==> config.mk <==
export PLATFORM = sky130hd
export DESIGN_NAME = mult4b_seq
export DESIGN_NICKNAME = d
export VERILOG_FILES = /design/src/rtl/mult4b_pkg.sv /design/src/rtl/sum4b.sv /design/src/rtl/mult4b_seq.sv
export SDC_FILE = /design/constraint.sdc
export NUM_CORES = 1
export LEC_CHECK = 0
export ABC_AREA = 1
export CORE_ASPECT_RATIO = 2
export CORE_MARGIN = 3
export CORE_UTILIZATION = 30
export CTS_CLUSTER_DIAMETER = 100
export CTS_CLUSTER_SIZE = 8
export DETAILED_ROUTE_END_ITERATION = 10
export GPL_TIMING_DRIVEN = 0
export REMOVE_ABC_BUFFERS = 1
export SLEW_MARGIN = 20
export SYNTH_ARGS = -nofsm -noshare
export SYNTH_HDL_FRONTEND = slang
export SYNTH_SLANG_ARGS = --single-unit
==> constraint.sdc <==
create_clock -name clk -period 1.5 [get_ports clk]
set_clock_uncertainty 0.1 [all_clocks]
set_input_delay 0.225 -clock clk [delete_from_list [all_inputs] [get_ports clk]]
set_output_delay 0.225 -clock clk [all_outputs]
set_load 0.05 [all_outputs]
==> src/rtl/mult4b_pkg.sv <==
// Shared constants and FSM state encoding for the 4-bit shift-and-add multiplier.
// Latency: n/a (package only).
// Backpressure: n/a (package only).
package mult4b_pkg;

    localparam int WIDTH = 4;                 // operand width, fixed by the sum4b adder
    localparam int ITER  = 4;                 // one ADD/SHIFT pair per multiplier bit
    localparam int CNT_W = $clog2(ITER);      // iteration counter width

    typedef enum logic [1:0] {
        IDLE  = 2'd0,
        ADD   = 2'd1,
        SHIFT = 2'd2,
        DONE  = 2'd3
    } state_e;

endpackage

==> src/rtl/sum4b.sv <==
// Purpose: 4-bit unsigned combinational adder with carry-out.
// Latency: combinational, zero cycles.
// Backpressure: none; outputs follow inputs continuously.
// Ports: xi, yi - addends; zi - 4-bit sum; co - carry out.
module sum4b (
    input  logic [3:0] xi,
    input  logic [3:0] yi,
    output logic       co,
    output logic [3:0] zi
);

    assign {co, zi} = {1'b0, xi} + {1'b0, yi};

endmodule

==> src/rtl/mult4b_seq.sv <==
// Purpose: sequential 4x4 unsigned multiplier (shift-and-add) built around one sum4b adder.
// Latency: start accepted at edge 0 -> done pulse in the cycle after edge 9.
// Backpressure: start is ignored while busy, in DONE, and during the done-pulse cycle.
// Ports: clk/rst_n - clock and async active-low reset; start/a/b - request and operands;
//        busy - ADD/SHIFT in progress; done - one-cycle completion pulse; product - held result.
module mult4b_seq #(
    parameter int WIDTH = mult4b_pkg::WIDTH   // only 4 is supported (sum4b is 4 bits wide)
) (
    input  logic                 clk,
    input  logic                 rst_n,
    input  logic                 start,
    input  logic [WIDTH-1:0]     a,
    input  logic [WIDTH-1:0]     b,
    output logic                 busy,
    output logic                 done,
    output logic [2*WIDTH-1:0]   product
);

    import mult4b_pkg::*;

    state_e               state_q, state_d;
    logic [WIDTH-1:0]     m_q, m_d;            // multiplicand
    logic [WIDTH-1:0]     l_q, l_d;            // multiplier, becomes product low half
    logic [WIDTH-1:0]     h_q, h_d;            // partial-product high half
    logic                 c_q, c_d;            // carry out of the last add
    logic [CNT_W-1:0]     cnt_q, cnt_d;
    logic [2*WIDTH-1:0]   product_q, product_d;
    logic                 done_q, done_d;

    logic                 sum_co;
    logic [WIDTH-1:0]     sum_z;

    // The only adder on the datapath: accumulates M into the high half.
    sum4b u_sum4b (
        .xi (h_q),
        .yi (m_q),
        .co (sum_co),
        .zi (sum_z)
    );

    always_comb begin
        state_d   = state_q;
        m_d       = m_q;
        l_d       = l_q;
        h_d       = h_q;
        c_d       = c_q;
        cnt_d     = cnt_q;
        product_d = product_q;
        done_d    = 1'b0;

        case (state_q)
            IDLE: begin
                // done_q marks the tail of the previous operation; a start seen
                // in that cycle is dropped so completion spans DONE plus the pulse.
                if (start && !done_q) begin
                    m_d     = a;
                    l_d     = b;
                    h_d     = '0;
                    c_d     = 1'b0;
                    cnt_d   = '0;
                    state_d = ADD;
                end
            end
            ADD: begin
                if (l_q[0]) begin
                    {c_d, h_d} = {sum_co, sum_z};
                end else begin
                    c_d = 1'b0;
                end
                state_d = SHIFT;
            end
            SHIFT: begin
                // {C,H,L} >> 1: carry enters H[3], H[0] enters L[3].
                {c_d, h_d, l_d} = {1'b0, c_q, h_q, l_q[WIDTH-1:1]};
                cnt_d = cnt_q + CNT_W'(1);
                if (cnt_q == CNT_W'(ITER - 1)) begin
                    state_d = DONE;
                end else begin
                    state_d = ADD;
                end
            end
            DONE: begin
                // Result and pulse are registered together so done and the
                // new product appear in the same cycle.
                product_d = {h_q, l_q};
                done_d    = 1'b1;
                state_d   = IDLE;
            end
            default: begin
                state_d = IDLE;
            end
        endcase
    end

    always_ff @(posedge clk or negedge rst_n) begin
        if (!rst_n) begin
            state_q   <= IDLE;
            m_q       <= '0;
            l_q       <= '0;
            h_q       <= '0;
            c_q       <= 1'b0;
            cnt_q     <= '0;
            product_q <= '0;
            done_q    <= 1'b0;
        end else begin
            state_q   <= state_d;
            m_q       <= m_d;
            l_q       <= l_d;
            h_q       <= h_d;
            c_q       <= c_d;
            cnt_q     <= cnt_d;
            product_q <= product_d;
            done_q    <= done_d;
        end
    end

    assign busy    = (state_q == ADD) || (state_q == SHIFT);
    assign done    = done_q;
    assign product = product_q;

endmodule
### Yosys cells after proc, flatten, opt, wreduce, memory -nomap -nowiden

Cells that the tools add are included.
W data, S select, Z words.

* flip-flop bits (word level): 26
* bits of input ports: 11
* output and inout bits: 10

* $add $sub $neg: 2
* equal/unequal tests: 6
* mux-type cells: 14
* reduce and logical (&&, ||, !) cells: 10

Operators by type and width (count)
* $mux W4: 3
* $pmux W4 S3: 1
* $pmux W2 S4: 1
* $pmux W4 S2: 1
* $eq A2 B2 Y1 const B: 3
* $mux W2: 3
* $reduce_and A2 Y1: 3
* $add A4 B4 Y5: 1
* $ne A2 B2 Y1 const B: 2
* $pmux W2 S2: 1
* $mux W1: 3
* $pmux W1 S3: 1
* $reduce_and A3 Y1: 1
* $reduce_bool A3 Y1: 1
* $add A2 B1 Y2 const B: 1
* $eq A2 B1 Y1 const B: 1
* $logic_not A2 Y1: 1
* $reduce_bool A2 Y1: 1
* $logic_and A1 B1 Y1: 1
* $logic_not A1 Y1: 1
* $logic_or A1 B1 Y1: 1

### Longest topological paths before layout

* depth after elaboration: 4
* depth in mapped cells: 9
* depth with buffers taken out: 9

### By module

A second synthesis with hierarchy kept.

* cells, all modules: 179
* area total of the unflattened synthesis: 1466.4 um2

Modules (own cells, without submodules)
* mult4b_seq: times used 1, cells each 154, area each 1308.8 um2
* sum4b: times used 1, cells each 25, area each 157.7 um2

### Worst setup path after synthesis

No wires, ideal clock.

* kind: register to register
* start: register h_q[0]
* end: register h_q[2]
* setup time: 0.116 ns
* data arrival time: 1.371 ns
* required time: 1.284 ns
* path slack: -0.087 ns
* cell stages (with the launch flop): 9
* buffers on the path: 0
* cells stage by stage: dfrtp_1 > ha_1 > inv_1 > fa_1 > or2_1 > nand2_1 > nand2_1 > nand2_1 > nand2_1

* word-level cells in the longest chain between the ends: 3

RTL lines
* from (decl): RTL line mult4b_seq.sv:24 `logic [WIDTH-1:0] h_q, h_d;`
* from (signal assigned): RTL line mult4b_seq.sv:100 `h_q <= '0;`
* from (signal assigned): RTL line mult4b_seq.sv:109 `h_q <= h_d;`
* $add A4 B4 Y5: RTL line sum4b.sv:12 `assign {co, zi} = {1'b0, xi} + {1'b0, yi};`
* $mux W4: RTL line mult4b_seq.sv:65 `if (l_q[0]) begin`
* $pmux W4 S3: RTL line mult4b_seq.sv:51 `case (state_q)`

No other way between the ends. The select of a mux whose other input is x is not followed.
A chain may end at the register's enable or synchronous reset.

### Worst setup path in the final report

* start: register m_q[0]
* end: register c_q

* word-level cells in the longest chain between the ends: 3

RTL lines
* from (decl): RTL line mult4b_seq.sv:22 `logic [WIDTH-1:0] m_q, m_d;`
* from (signal assigned): RTL line mult4b_seq.sv:107 `m_q <= m_d;`
* $add A4 B4 Y5: RTL line sum4b.sv:12
* $mux W1: RTL line mult4b_seq.sv:65
* $pmux W1 S3: RTL line mult4b_seq.sv:51
* to (signal assigned): RTL line mult4b_seq.sv:101 `c_q <= 1'b0;`
* to (signal assigned): RTL line mult4b_seq.sv:110 `c_q <= c_d;`
* to (decl): RTL line mult4b_seq.sv:25 `logic c_q, c_d;`

No other way between the ends.

==> metrics.cfg <==
[run_status]
status=finished, violations left
violations=negative setup slack

[timing]
fin_crit_ns=1.64
report.final.setup_viol=4
fmaxAchievable_mhz=612
postLayoutSetupSlackWorst_ns=-0.135
max-slew-margin-rel_pct=61.5
finalHoldWorstSlack_ns=0.372
rsz0062_at_grt=true
worst_slew_pin_slew_ns=0.578
period_share_pct=109
finalHoldViolCount=0
final-max-slew-violation-count=0

[power_and_ir_drop]
power.ir.vdd_worst_uv=1290
cellPowerDensity_nw_per_um2=2400
design_power_total_mw=4.36
leakage_dissipation_nw=0.858

[global_routing]
grt_pass1_vias=1119
grt_antenna_before_repair=0
global_route.usage.total_pct=13.2
pin_count_of_the_biggest_net_entering_global_routing=27
grt.overflow.total=0
wire_length_of_the_first_global_routing_pass_mm=5.14

[layout]
layout.cells.most_common=nand2_1
final_net_count=200
layout-area-overhead-vs-synth_pct=38.2
post_route_utilization_pct=43.6
insertedDiodeCount=0
mostFrequentLayoutCells=nand2_1 (29), dfrtp_1 (26), inv_1 (14)
drive_above_1_share_pct=28.7

[worst_setup_path]
critPathLaunchType=register
critical_path.max_fanout=2
crit_path_leading_delay_family=adder cells
crit-reg2reg-capture=c_q
cp.depth=7
regToRegSetupSlack_ns=-0.14
worst_setup_path_startpoint=m_q[0]
path_cells=ha_2 -> inv_2 -> fa_2 -> or2_1 -> nand2_1 -> a21oi_2 -> o21ai_1
count_of_buffering_cells_on_the_critical_path_with_inverters_included=1
crit_path_end_kind=register
endpoint=c_q
cp_data_arrival_time_ns=1.73
max_stage_delay_on_crit_path_ns=0.39
ff2ff_path_depth=7
r2r-start=m_q[0]
cp_slowest_cell=dfrtp_1
timing_worst_setup_path_type=register to register
critPathRequiredTime_ns=1.60

[route]
detail_route.wirelength_mm=3.12
via_count=1103
wire_per_inst_um=13.6
via_per_inst=4.80
ant_nets=0
drcViolationCount=0
drt-initial-drc-count=18
detail_route.first_pass.iterations=4

[logic_synthesis]
mapped_area_um2=1320
synth.distinct_cells=22
seq_area_frac_synth_pct=49.5
ys_ff_latch=26
mean_instance_size_in_the_synthesized_netlist_um2=9.39
synth.yosys.warnings=0
netlist_instances=140

[die]
floorplan.core_area_um2=4170
start_util_pct=31.5
floorplan.io_pins=21
fp-row-count=33
die_width_um=52.8
chipHeight_um=99.6
die-area_um2=5260

[worst_hold_path]
min-delay-path-class=input port to async pin

[clocking]
numCtsBuffers=3
max-clock-path-buffers=2
worst_setup_hold_path_clk_slew_ns=0.09
clock_root_buffer=clkbuf_8
clock_sink_count=26
insertion_delay_ns=0.27
htreeDepth=1
tritoncts_clock_tree=built

[run]
max-cap-violations=0

[place]
io_buffer_count=20
gp_congestion=0.824
post_dp_hpwl_mm=2.20

through the flow:
stage               instances  setup TNS, ns  area [um^2]  setup WS [ns]
floorplan                 138         -0.539         1310        -0.0873
global placement          210          -9.37         1570         -0.433
detailed placement        210          -4.08         1570         -0.429
CTS                       222         -0.247         1750         -0.142
global route              230         -0.991         1820         -0.230
finish                    230         -0.250         1820         -0.135
synth_stat cells:
library cell  count  area share (%)
nand3_1           7             2.7
inv_1            17             4.9
o21ai_1           5             1.9
a22oi_1           1            0.57
o211ai_1          3             1.7
dfrtp_1          26              49
nand2_1          29             8.3
or2_1             1            0.48
fa_1              1             1.5
a31oi_1           1            0.48
ha_1              9             8.6
o21ai_4           1             1.2
nand2_2           1            0.48
a21oi_1          12             4.6
o21ai_0           4             1.5
nand3_2           1            0.76
a21oi_4           1             1.2
buf_2             2            0.76
inv_2             2            0.57
mux2_2            6             5.1
nor2_1            8             2.3
nor2_2            2            0.95
cells by family (layout without fill, tap and decap cells):
| kind of cell | after synthesis | after routing | share of synthesized area [%] |
|---|---|---|---|
| compound gates | 28 | 29 | 13.2 |
| fa+ha+maj | 10 | 10 | 10.1 |
| buf+inv | 21 | 58 | 6.18 |
| flops | 26 | 26 | 49.5 |
| mux | 6 | 6 | 5.14 |
| simple gates | 49 | 49 | 15.9 |
worst min-delay path by stage:
stage	from	cells past startpoint	slack, ns	endpoint
2_1_floorplan	rst_n	0	-0.17	c_q
4_1_cts	cnt_q[0]	1	0.39	cnt_q[0]
3_3_place_gp	cnt_q[0]	1	0.36	cnt_q[0]
3_5_place_dp	rst_n	1	0.16	m_q[2]
6_report	rst_n	2	0.37	m_q[1]
5_1_grt	rst_n	2	0.41	product[0]
timing repair:
action                                  4_1_cts  5_1_grt
endpoints found under the setup margin       29       22
gates cloned                                  1        0
setup buffers                                 6        8
pin swaps                                     7        7
hold buffers                                  1        0
gates resized for setup                      33       20
endpoints found under the hold margin        26        0
metal layers:
metal | wire, um | part of all wire [%] | track usage, % | vias to the layer above
li1 | - | - | - | 538
met3 | 48 | 1.5 | 1.50 | 6
met2 | 1930 | 62 | 25.6 | 16
met5 | 0 | 0 | 0 | -
met1 | 1090 | 35 | 13.0 | 543
met4 | 55 | 1.8 | 5.91 | 0
sequential cells by signal, indices dropped and copies added (netlist names):
| name | cells |
|---|---|
| m_q | 4 |
| product | 8 |
| c_q | 1 |
| h_q | 4 |
| done | 1 |
| state_q | 2 |
| cnt_q | 2 |
| l_q | 4 |
worst reg2reg max path: cells and delay by family (launching register included):
family	cells	cell delay, ns
flip-flops	1	0.39
buffers and inverters	1	0.04
adder cells (fa/ha/maj)	2	0.53
AND/OR/NAND/NOR	2	0.31
AO/OA/AOI/OAI	2	0.19
area by class of cell:
class,count,area [um^2]
Clock buffer,3,41.3
Fill cell,404,2350
Timing Repair Buffer,35,293
Multi-Input combinational cell,94,662
Clock inverter,1,30.0
Sequential cell,26,651
Tap cell,52,65.1
Inverter,19,76.3
power by group:
part	leakage, nW	switching (mW)	internal (mW)	total [mW]
logic	0.499	1.56	1.03	2.58
clock network	0.0357	0.222	0.357	0.579
registers	0.323	0.190	1.00	1.19
total	0.858	1.97	2.38	4.36
(Power assumes the default switching activity.)
